`src/rtl/uart_tx_framer.sv`:
```
// UART transmit framer: buffers bytes and sends start, 8 data bits LSB-first, parity, stop.
// Define UART_TX_FIFO_EN for a FIFO_DEPTH-entry input FIFO; otherwise a single holding register.
module uart_tx_framer #(
   parameter int   FIFO_DEPTH = 4,
   parameter logic PARITY_ODD = 1'b0
) (
   input  logic       clk_baud,
   input  logic       rst,
   input  logic       tx_rx_start,
   input  logic [7:0] data_in,
   input  logic       data_valid,
   output logic       data_ready,
   output logic       tx,
   output logic       tx_busy,
   output logic       tx_done,
   output logic [2:0] current_state_tx,
   output logic [2:0] fifo_count
);

   localparam logic [2:0] ST_IDLE     = 3'd0;
   localparam logic [2:0] ST_START    = 3'd1;
   localparam logic [2:0] ST_TRANSMIT = 3'd2;
   localparam logic [2:0] ST_PARITY   = 3'd3;
   localparam logic [2:0] ST_STOP     = 3'd4;

   if ((FIFO_DEPTH < 2) || ((FIFO_DEPTH & (FIFO_DEPTH - 1)) != 0)) begin : g_bad_depth
      $error("uart_tx_framer: FIFO_DEPTH must be a power of two >= 2");
   end

   logic [2:0] state_q, state_d;
   logic       tx_q, tx_d;
   logic [7:0] shift_q, shift_d;
   logic [2:0] bit_cnt_q, bit_cnt_d;
   logic       parity_q, parity_d;
   logic       push_s, pop_s, have_data_s;
   logic [7:0] head_s;

   assign push_s = data_valid & data_ready;
   assign pop_s  = tx_rx_start & have_data_s & ((state_q == ST_IDLE) | (state_q == ST_STOP));

`ifdef UART_TX_FIFO_EN
   localparam int PW = $clog2(FIFO_DEPTH);
   localparam int CW = PW + 1;

   logic [7:0]    mem_q [FIFO_DEPTH];
   logic [PW-1:0] wr_ptr_q, rd_ptr_q;
   logic [CW-1:0] count_q;

   assign have_data_s = (count_q != '0);
   assign head_s      = mem_q[rd_ptr_q];
   assign data_ready  = (count_q < CW'(FIFO_DEPTH));
   assign fifo_count  = 3'(count_q);

   // Storage needs no reset: an entry is only read after it has been written.
   always_ff @(posedge clk_baud) begin
      if (push_s) begin
         mem_q[wr_ptr_q] <= data_in;
      end
   end

   always_ff @(posedge clk_baud) begin
      if (rst) begin
         wr_ptr_q <= '0;
         rd_ptr_q <= '0;
         count_q  <= '0;
      end else begin
         if (push_s) begin
            wr_ptr_q <= wr_ptr_q + PW'(1);
         end
         if (pop_s) begin
            rd_ptr_q <= rd_ptr_q + PW'(1);
         end
         if (push_s && !pop_s) begin
            count_q <= count_q + CW'(1);
         end else if (pop_s && !push_s) begin
            count_q <= count_q - CW'(1);
         end
      end
   end
`else
   logic [7:0] hold_q;
   logic       full_q;

   assign have_data_s = full_q;
   assign head_s      = hold_q;
   assign data_ready  = ~full_q;
   assign fifo_count  = {2'b00, full_q};

   // Ready is low while full, so push and pop never coincide.
   always_ff @(posedge clk_baud) begin
      if (rst) begin
         hold_q <= 8'h00;
         full_q <= 1'b0;
      end else if (push_s) begin
         hold_q <= data_in;
         full_q <= 1'b1;
      end else if (pop_s) begin
         full_q <= 1'b0;
      end
   end
`endif

   // tx_d is the bit belonging to state_d, so the line changes together with the state.
   always_comb begin
      state_d   = state_q;
      shift_d   = shift_q;
      bit_cnt_d = bit_cnt_q;
      parity_d  = parity_q;
      tx_d      = 1'b1;
      case (state_q)
         ST_IDLE, ST_STOP: begin
            if (pop_s) begin
               state_d  = ST_START;
               shift_d  = head_s;
               parity_d = (^head_s) ^ PARITY_ODD;
               tx_d     = 1'b0;
            end else begin
               state_d = ST_IDLE;
               tx_d    = 1'b1;
            end
         end
         ST_START: begin
            state_d   = ST_TRANSMIT;
            bit_cnt_d = 3'd0;
            tx_d      = shift_q[0];
         end
         ST_TRANSMIT: begin
            shift_d   = {1'b0, shift_q[7:1]};
            bit_cnt_d = bit_cnt_q + 3'd1;
            if (bit_cnt_q == 3'd7) begin
               state_d = ST_PARITY;
               tx_d    = parity_q;
            end else begin
               state_d = ST_TRANSMIT;
               tx_d    = shift_d[0];
            end
         end
         ST_PARITY: begin
            state_d = ST_STOP;
            tx_d    = 1'b1;
         end
         default: begin
            state_d = ST_IDLE;
            tx_d    = 1'b1;
         end
      endcase
   end

   always_ff @(posedge clk_baud) begin
      if (rst) begin
         state_q   <= ST_IDLE;
         tx_q      <= 1'b1;
         shift_q   <= 8'h00;
         bit_cnt_q <= 3'd0;
         parity_q  <= 1'b0;
      end else begin
         state_q   <= state_d;
         tx_q      <= tx_d;
         shift_q   <= shift_d;
         bit_cnt_q <= bit_cnt_d;
         parity_q  <= parity_d;
      end
   end

   assign tx               = tx_q;
   assign tx_busy          = (state_q != ST_IDLE);
   assign tx_done          = (state_q == ST_STOP);
   assign current_state_tx = state_q;

endmodule

```
`config.mk`:
```
export PLATFORM = sky130hd
export DESIGN_NAME = uart_tx_framer
export DESIGN_NICKNAME = d
export VERILOG_FILES = /design/src/rtl/uart_tx_framer.sv
export SDC_FILE = /design/constraint.sdc
export NUM_CORES = 1
export LEC_CHECK = 0
export BUFFER_PORTS_ARGS = -buffer_cell sky130_fd_sc_hd__buf_2
export CAP_MARGIN = 20
export CORE_ASPECT_RATIO = 2
export CORE_UTILIZATION = 40
export DETAILED_ROUTE_END_ITERATION = 10
export PLACE_DENSITY = 0.64
export SLEW_MARGIN = 20
export SYNTH_ARGS = -nofsm -noshare
export SYNTH_HDL_FRONTEND = slang
export SYNTH_SLANG_ARGS = --single-unit
```
`constraint.sdc`:
```
create_clock -name clk_baud -period 1.48 [get_ports clk_baud]
set_clock_uncertainty 0.05 [all_clocks]
set_input_delay 0.148 -clock clk_baud [delete_from_list [all_inputs] [get_ports clk_baud]]
set_output_delay 0.148 -clock clk_baud [all_outputs]
set_load 0.01 [all_outputs]
```
# After elaboration in Yosys (flattened, before gate mapping)
# Cells that the tools add are included.
# word_totals
ff_bits,25
elab_cells,39
# op_classes
n_addsub,1
n_eq_ne,6
mux,11
bitwise,5
n_reduce_logical,9
# ops
cell,n
$pmux W8 S2,1
$pmux W3 S4,1
$mux W8,1
$reduce_xor A8 Y1,1
$eq A3 B2 Y1 const B,2
$eq A3 B3 Y1 const B,2
$mux W1,6
$pmux W3 S2,1
$reduce_bool A2 Y1,3
$reduce_and A2 Y1,2
$add A3 B1 Y3 const B,1
$and A1 B1 Y1,3
$eq A3 B1 Y1 const B,1
$logic_not A3 Y1,1
$pmux W1 S3,1
$reduce_bool A3 Y1,1
$ne A2 B2 Y1 const B,1
$reduce_or A2 Y1,1
$not A1 Y1,1
$or A1 B1 Y1,1

# Depth between registers and ports, before layout
# Gate-level depths: netlist of the first run.
# depth
ltp_word,5
depth_mapped,6
mapped_depth_nobuf,5

# Worst setup path after synthesis of the first run
# No wires, ideal clock.
# synth_timing
kind,register -> register
from,"reg state_q[1], in the netlist current_state_tx[1]"
to,reg shift_q[1]
setup_time_ps,138
arrival_time_ps,1074
path_slack_ps,217
stages_incl_launch_ff,7
n_path_buf,2
synth_period_minus_slack_ps,1263
cell_sequence,dfxtp_1 -> buf_6 -> nor2b_4 -> nand2b_4 -> buf_6 -> nor2_2 -> a311oi_2
# synth_between
elab_chain_len,5
# synth_rtl
item,line,text
from (decl),30,"logic [2:0] state_q, state_d;"
from (signal assigned),157,state_q <= state_d;
$eq A3 B3 Y1 or $logic_not A3 Y1 (tied branches),"39, 110",
$or A1 B1 Y1,39,assign pop_s = tx_rx_start & have_data_s & ((state_q == ST_IDLE) | (state_q == ST_STOP));
$and A1 B1 Y1,39,
$ne A2 B2 Y1 (no line),-,
$reduce_and A2 Y1 (no line),-,
to (signal assigned),159,shift_q <= shift_d;
to (decl),32,"logic [7:0] shift_q, shift_d;"
# Parallel ways exist; a longest one is shown, timed or not.
# A chain may end at the register's enable or synchronous reset.

# Final worst setup path of the first run
# layout_timing
from,"reg state_q[0], in the netlist current_state_tx[0]"
to,out tx_busy
# layout_between
elab_chain_len,1
# layout_rtl
item,line,text
$reduce_bool A3 Y1,166,assign tx_busy = (state_q != ST_IDLE);
to (decl),14,"output logic tx_busy,"
# No other way between the ends.

==> flow_summary.yaml, run 1 <==
drt:
  drc: 0
  first_pass_iters: 4
  dr_wl_met2_mm: 1.29
  drt-total-wl_mm: 2.35
  drt_iter0_markers: 9
  m1WireLength_um: 960
  top_layer: "met4"
  dr_total_vias: 932
  viasPerCell: 5.24
  wl_per_cell_um: 13.2
  dr_wl_met3_um: 47
  ant_nets: 0
yosys:
  synth_area_leaders: "dfxtp_1 40%, mux2i_1 8.8%, a311oi_2 8.4%, xnor2_1 5.6%, nor2_1 5.4%"
  yosysUniqueCellTypes: 33
  yosysWarnings: 0
  synth_top_family_by_area: "simple AND/OR/NAND/NOR gates"
  postSynthCellCount: 130
  synth_simple_gate_area_share_pct: 21.6
  synthesis.area_um2: 1240
  synth_ff_type: "dfxtp_1"
  synth_fa_ha_area_share_pct: 2.01
  synth_top_area_share_pct: 40.2
  synth-edff-count: 0
  syn_area_per_cell_um2: 9.58
  synth.most_common_cell: "dfxtp_1"
  synth_top_area_cell: "dfxtp_1"
  synth_compound_area_share_pct: 14.8
  synth_seq_cells: 25
  seq_area_frac_synth_pct: 40.2
  yosys.area_share.xor_xnor_pct: 5.63
  async_flop_share_pct: 0
  muxShareOfSynthArea_pct: 8.84
  synth_commonest_cells: "25 x dfxtp_1, 18 x nor2_1, 15 x nand2_1"
cells_and_area:
  fin_cells: 178
  utilization_pct: 47.1
  drive_above_1_share_pct: 29.1
  nets: 163
  area_delta_synth_final_pct: 11.4
  insertedDiodeCount: 0
  stdcell_area_um2: 1390
placement:
  io_buffers: 19
  gp_congestion: 0.737
  hpwl_mm: 1.79
  dp_cells: 174
  placed_cell_area_um2: 1340
  dp_slack_ps: 54.4
floorplan:
  start_util_pct: 42.3
  core_um2: 2940
  num_rows: 28
  die_h_um: 80.9
  dieArea_um2: 3350
  die-width_um: 41.5
  ios: 22
global_routing:
  grt_max_degree: 26
  first_global_vias: 1000
  grt_antenna_before_repair: 0
  gr-total-overflow: 0
  grt_pass1_wl_mm: 4.22
  grtUsageTotal_pct: 15.8
clock_network:
  cts_buffer_depth: 2
  postCtsResizedCells: 0
  clk_latency_ps: 270
  cts.hold.buffers_added: 0
  cts.clk_slew.worst_paths_ps: 80
  cts_buffers: 3
  cts_tree: "done"
  clock_sinks: 25
  cts_setup_buffers: 0
  cts-root-buf: "clkbuf_8"
  htreeDepth: 1
sta:
  rsz0062_at_grt: "yes"
  tightest_slew_ps: 532
  setup_viol: 0
  tns_ps: 0
  drv_slew: 0
  relSlewSlack_pct: 64.6
  timing.fmax_ghz: 0.703
  fin_crit_ps: 1420
  timing.final.crit_share_pct: 96.1
  hold_violations: 0
  fin_ws_ps: 57.7
power:
  peakVddDrop_uv: 663
  p_leak_nw: 0.570
  p_per_area_nw_per_um2: 985
critical_path:
  crit_start: "current_state_tx[0]"
  crit_end: "tx_busy"
  endpoint_kind: "primary output"
  worst-path-max-fanout: 6
  crit_arrival_ps: 1220
  reg2reg_to: "tx"
  required_ps: 1280
  critical_path_class: "register to primary output"
  reg2regPathDepth: 5
  regToRegStartpoint: "bit_cnt_q[0]"
  start_kind: "register"
  rrSetupSlack_ps: 130
flow_run:
  drv_cap: 0
min_path:
  hold_path_class: "input pin to register"
run_status:
  outcome: "completed"
[flip-flops by register name (all words and copies together), names as in the netlist]
signal,cells
full_q,1
parity_q,1
shift_q,8
tx,1
bit_cnt_q,3
head_s,8
current_state_tx,3
[routing by layer]
layer  vias up  track usage, %
met2        16            30.6
met4         0            8.71
li1        475               -
met5         -               0
met1       437            15.6
met3         4            2.22
[how the worst min path moves through the flow]
stage / slack [ps] / start / end / cells after the start
after floorplan: 250 / data_in[0] / head_s[0] / 2
after global routing: 60 / data_in[0] / head_s[0] / 3
final: 60 / data_in[0] / head_s[0] / 3
after global placement: 340 / data_in[2] / head_s[2] / 3
after detailed placement: 340 / data_in[2] / head_s[2] / 3
after CTS: 60 / data_in[2] / head_s[2] / 3
[power by group]
part	switching [mW]	internal, mW	leakage, nW
Combinational	0.115	0.110	0.343
Sequential	0.0301	0.710	0.205
Clock	0.208	0.192	0.0228
Total	0.353	1.01	0.570
[cells in the final DEF, fill, tap and decap left out, types with 2 or more instances in the layout]
master	n
dfxtp_1	24
buf_2	19
nor2_1	18
nand2_1	15
mux2i_1	11
xnor2_1	8
a311oi_2	7
buf_4	5
nor2_2	4
a21oi_1	4
nor2b_1	3
nor3_1	3
clkbuf_8	3
a2bb2oi_1	2
nand2b_1	2
ha_1	2
conb_1	2
[cells by family (layout without fill, tap and decap cells)]
| kind of cell | count (synthesis) | count (layout) |
|---|---|---|
| muxes | 11 | 11 |
| buffers and inverters | 12 | 29 |
| xor gates and xnor gates | 8 | 8 |
| DFF | 25 | 25 |
| other | 1 | 2 |
| AOI/OAI and AO/OA | 18 | 18 |
| and+or+nand+nor | 53 | 53 |
| adders and majority gates | 2 | 2 |
[stage by stage]
stage | hold WS, ps | power, mW
2_1_floorplan | 245 | 0.937
3_3_place_gp | 335 | 0.975
3_5_place_dp | 341 | 0.984
4_1_cts | 59.9 | 1.38
5_1_grt | 63.2 | 1.44
6_report | 58.3 | 1.37
[cell type report]
| class | instances | area [um2] |
|---|---|---|
| clock buffer | 4 | 45.0 |
| multi-input combinational | 94 | 666 |
| sequential | 25 | 502 |
| fill | 307 | 1560 |
| inverter | 1 | 3.75 |
| tap | 30 | 37.5 |
| timing repair buffer | 24 | 133 |
[critical path, cell delays in order, from the launching register on]
cell,delay (ps)
dfxtp_2,340
buf_4,150
or3_1,330
buf_2,140
Power figures use the tool's default switching activity.
==> run 2: changes to the inputs <==
--- a/config.mk
+++ b/config.mk
@@ -7,7 +7,7 @@
 export LEC_CHECK = 0
 export BUFFER_PORTS_ARGS = -buffer_cell sky130_fd_sc_hd__buf_2
 export CAP_MARGIN = 20
-export CORE_ASPECT_RATIO = 2
+export CORE_ASPECT_RATIO = 1.75
 export CORE_UTILIZATION = 40
 export DETAILED_ROUTE_END_ITERATION = 10
 export PLACE_DENSITY = 0.64
==> flow_summary.yaml, run 2 (synthesized netlist as in run 1, its figures left out) <==
floorplan:
  die-width_um: 44.2
  ios: 22
  die_h_um: 75.8
  start_util_pct: 42.5
  dieArea_um2: 3350
  core_um2: 2930
  num_rows: 26
sta:
  timing.fmax_ghz: 0.702
  tightest_slew_ps: 531
  fin_crit_ps: 1420
  timing.final.crit_share_pct: 96.2
  relSlewSlack_pct: 64.6
  drv_slew: 0
  hold_violations: 0
  rsz0062_at_grt: "no"
  tns_ps: 0
  setup_viol: 0
clock_network:
  cts_buffers: 3
  cts.clk_slew.worst_paths_ps: 90
  htreeDepth: 1
  cts_buffer_depth: 2
  cts-root-buf: "clkbuf_8"
  clk_latency_ps: 260
  cts_tree: "done"
  clock_sinks: 25
drt:
  drc: 0
  drt_iter0_markers: 28
  dr_total_vias: 918
  drt-total-wl_mm: 2.29
  viasPerCell: 5.25
  ant_nets: 0
  wl_per_cell_um: 13.1
  first_pass_iters: 6
critical_path:
  start_kind: "register"
  reg2regPathDepth: 5
  worst-path-max-fanout: 4
  rrSetupSlack_ps: 140
  crit_arrival_ps: 1230
  crit_end: "tx_busy"
  critical_path_class: "register to primary output"
  endpoint_kind: "primary output"
  regToRegStartpoint: "bit_cnt_q[0]"
  reg2reg_to: "tx"
  crit_start: "current_state_tx[0]"
  required_ps: 1280
cells_and_area:
  multiInputGateArea_um2: 671
  nFillCells: 295
  mostFrequentLayoutCells: "24 x dfxtp_1, 19 x buf_2, 18 x nor2_1"
  nets: 162
  drive_above_1_share_pct: 29.3
  insertedDiodeCount: 0
  area_delta_synth_final_pct: 11.2
  utilization_pct: 47.3
  mostFrequentLayoutCell: "dfxtp_1"
  fin_cells: 175
  layout.area.seq_um2: 504
min_path:
  hold_path_class: "input pin to register"
power:
  combPwrFrac_pct: 16.4
  p_leak_nw: 0.566
  power_switching_mw: 0.351
  peakVddDrop_uv: 590
  power.share.sequential_pct: 54.3
  p_per_area_nw_per_um2: 983
  p_total_mw: 1.36
  clkPwrFrac_pct: 29.3
  internal-power_mw: 1.01
  p_sw_share_pct: 25.8
flow_run:
  drv_cap: 0
global_routing:
  grt_pass1_wl_mm: 3.98
  grt_antenna_before_repair: 0
  grtUsageTotal_pct: 15.6
  grt_max_degree: 26
  first_global_vias: 909
  gr-total-overflow: 0
placement:
  gp_congestion: 0.776
  hpwl_mm: 1.72
  io_buffers: 19
  dp_cells: 170
run_status:
  outcome: "completed"
[run 2: how the worst min path moves through the flow]
stage | startpoint | end | depth (start not counted)
3_3_place_gp | data_in[6] | head_s[6] | 3
4_1_cts | data_in[6] | head_s[6] | 3
6_report | data_in[2] | head_s[2] | 3
3_5_place_dp | data_in[6] | head_s[6] | 3
5_1_grt | data_in[6] | head_s[6] | 3
2_1_floorplan | data_in[0] | head_s[0] | 2
[run 2: power by group through the flow]
stage          clock [mW]  combinational, mW  sequential [mW]
2_1_floorplan           0              0.185            0.751
3_3_place_gp            0              0.215            0.756
3_5_place_dp            0              0.222            0.758
4_1_cts             0.411              0.223            0.742
5_1_grt             0.431              0.247            0.745
6_report            0.398              0.223            0.739
[run 2: routing by layer]
metal / vias up / share of wire, % / global-route usage, % / wire length, um
met3: 2 / 1.8 / 2.13 / 41
li1: 470 / - / - / -
met2: 14 / 51 / 28.3 / 1180
met1: 432 / 46 / 18.1 / 1050
met4: 0 / 1.0 / 6.06 / 24
met5: - / 0 / 0 / 0
[run 2: area by class of cell]
class	instances	area share, %
multi-input cells	94	48.5
flip-flops and latches	25	36.4
repair buffers	23	9.04
clock buffers	4	3.25
well taps	28	2.53
inverters	1	0.271
[run 2: critical path, stage by stage, from the launching register on]
cell and delay (ps):
dfxtp_4 360, buf_4 140, or3_1 320, buf_2 140
[run 2: repair_timing]
action | in CTS | in global routing
hold buffers | 0 | 0
setup endpoints to repair | 1 | 2
resized for setup | 1 | 2
setup buffers | 0 | 1
[run 2: stage by stage]
stage,instance area (um2),hold WS (ps),worst slack (ps)
after floorplan,1250,245,217
after global placement,1320,336,123
after detailed placement,1320,340,51.7
after CTS,1370,64.4,17.9
after global routing,1380,66.2,15.4
final,1380,66.6,56.4
==> run 3: changes to the inputs <==
--- a/config.mk
+++ b/config.mk
@@ -5,6 +5,7 @@
 export SDC_FILE = /design/constraint.sdc
 export NUM_CORES = 1
 export LEC_CHECK = 0
+export ABC_AREA = 1
 export BUFFER_PORTS_ARGS = -buffer_cell sky130_fd_sc_hd__buf_2
 export CAP_MARGIN = 20
 export CORE_ASPECT_RATIO = 1.75
==> flow_summary.yaml, run 3 <==
run_status:
  outcome: "finished, violations left"
  violations: "DRC"
yosys:
  postSynthCellCount: 175
  synth_top_area_share_pct: 40.3
  synth_area_leaders: "dfxtp_1 40%, nand2_1 15%, o21ai_0 6.5%, a21oi_1 5.6%, inv_1 4.5%"
  seq_area_frac_synth_pct: 40.3
  synthesis.area_um2: 1240
  yosysWarnings: 0
  synth_commonest_cells: "50 x nand2_1, 25 x dfxtp_1, 16 x o21ai_0"
  synth.most_common_cell: "nand2_1"
  yosysUniqueCellTypes: 24
  synth_ff_type: "dfxtp_1"
  syn_area_per_cell_um2: 7.09
  synth-edff-count: 0
  synth_seq_cells: 25
  async_flop_share_pct: 0
  synth_top_area_cell: "dfxtp_1"
power:
  p_per_area_nw_per_um2: 1020
  combPwrFrac_pct: 17.5
  clkPwrFrac_pct: 29.2
  p_leak_nw: 0.647
  power_switching_mw: 0.419
  p_sw_share_pct: 29.4
  internal-power_mw: 1.01
  peakVddDrop_uv: 569
  power.share.sequential_pct: 53.3
min_path:
  hold_depth: 3
  min_to: "full_q"
  worstHoldStart: "data_valid"
  hold_path_class: "input pin to register"
cells_and_area:
  mostFrequentLayoutCells: "50 x nand2_1, 25 x dfxtp_1, 19 x buf_2"
  drive_above_1_share_pct: 19.1
  mostFrequentLayoutCell: "nand2_1"
  nets: 209
  area_delta_synth_final_pct: 12.2
  stdcell_area_um2: 1390
  insertedDiodeCount: 0
  utilization_pct: 47.6
global_routing:
  grt_max_degree: 17
  grt_pass1_wl_mm: 4.36
  first_global_vias: 1059
  grt_antenna_before_repair: 0
  gr-total-overflow: 0
  grtUsageTotal_pct: 17.3
critical_path:
  crit_chain: "nor2_2 -> nand2_1 -> buf_2"
  required_ps: 1280
  cpPeakStageDelay_ps: 400
  cp.depth: 3
  regToRegStartpoint: "current_state_tx[0]"
  crit_arrival_ps: 1070
  reg2regPathDepth: 7
  reg2reg_to: "parity_q"
  cp_slowest_cell: "dfxtp_1"
  cp_num_buf_inv: 1
  endpoint_kind: "primary output"
  start_kind: "register"
  rrSetupSlack_ps: 210
  crit_family: "flip-flops"
  critical_path_class: "register to primary output"
  worst-path-max-fanout: 7
clock_network:
  clk_latency_ps: 270
  cts-root-buf: "clkbuf_8"
  cts_tree: "done"
  cts_buffer_depth: 2
  htreeDepth: 1
  cts.clk_slew.worst_paths_ps: 90
  cts_buffers: 3
  clock_sinks: 25
sta:
  fin_crit_ps: 1270
  hold_violations: 0
  tns_ps: 0
  setup_viol: 0
  drv_slew: 0
  rsz0062_at_grt: "no"
  fin_ws_ps: 207
  timing.final.crit_share_pct: 86.0
  timing.fmax_ghz: 0.786
flow_run:
  drv_cap: 0
floorplan:
  dieArea_um2: 3340
  start_util_pct: 42.4
  num_rows: 26
  ios: 22
  die_h_um: 75.7
  die-width_um: 44.1
  core_um2: 2930
drt:
  drt_iter0_markers: 31
  drc: 2
  dr_total_vias: 1138
  drt-total-wl_mm: 2.43
  viasPerCell: 5.13
  ant_nets: 0
  first_pass_iters: 7
  wl_per_cell_um: 11.0
placement:
  dp_slack_ps: 133
  gp_congestion: 0.745
  io_buffers: 19
  placed_cell_area_um2: 1340
  hpwl_mm: 1.88
[run 3: cell types whose count changed in the layout (fill, tap and decap cells not counted), moves of 8 or more]
cell,before,now
nand2_1,15,50
a21oi_1,4,14
nor3_1,3,11
inv_1,1,15
mux2i_1,11,0
o21ai_0,1,16
[run 3: cell type report]
class                   count  area, um2
fillers                   292       1540
multi-input cells         126        629
flip-flops and latches     25        500
repair buffers             21        110
inverters                  18       68.8
clock buffers               3       41.3
well taps                  28       35.0
clock inverters             1       7.51
[run 3: worst max path at each step]
stage	end	startpoint	slack [ps]
after floorplan	shift_q[5]	current_state_tx[2]	300
after CTS	shift_q[1]	current_state_tx[1]	110
final	tx_busy	current_state_tx[0]	210
after global placement	shift_q[1]	current_state_tx[1]	200
after detailed placement	shift_q[3]	current_state_tx[1]	130
after global routing	head_s[5]	full_q	60
[run 3: cells by family (layout without fill, tap and decap cells)]
family,Yosys count,after routing,synth area share [%]
flip-flops,25,25,40.3
adder cells (fa/ha/maj),2,2,2.02
buffers and inverters,25,43,9.68
AND/OR/NAND/NOR,88,88,32.7
XOR/XNOR,1,1,0.706
other,1,2,0.302
AO/OA/AOI/OAI,33,33,14.3
[run 3: power groups by stage]
stage                     clock (mW)  sequential [mW]  combinational [mW]
after global placement             0            0.772               0.244
final                          0.417            0.759               0.249
after detailed placement           0            0.774               0.249
after CTS                      0.430            0.758               0.250
after floorplan                    0            0.766               0.198
after global routing           0.455            0.766               0.290
[run 3: metrics by stage]
step / total power [mW] / hold WS [ps] / std cells
after floorplan: 0.964 / 265 / 176
after global placement: 1.02 / 362 / 218
after detailed placement: 1.02 / 378 / 218
after CTS: 1.44 / 94.4 / 222
final: 1.42 / 97.5 / 222
after global routing: 1.51 / 124 / 222
[run 3: what timing repair did]
item,4_1_cts,5_1_grt
setup buffers,0,0
hold buffers,0,0
setup endpoints to repair,0,6
gates resized for setup,0,1
[run 3: worst register-to-register path, cell delays in order, from the launching register on]
cell and delay (ps):
dfxtp_1 510, nor2_2 110, nand3_4 140, clkinv_2 130
nor2_1 100, nor2_1 50, nand2_1 60, inv_1 30
[run 3: routing by layer]
| metal | up-vias | share of wire, % | GRT usage [%] |
|---|---|---|---|
| met5 | - | 0 | 0 |
| met4 | 0 | 1.6 | 7.07 |
| met3 | 4 | 2.8 | 2.61 |
| met2 | 28 | 53 | 32.0 |
| met1 | 504 | 42 | 19.1 |
| li1 | 602 | - | - |
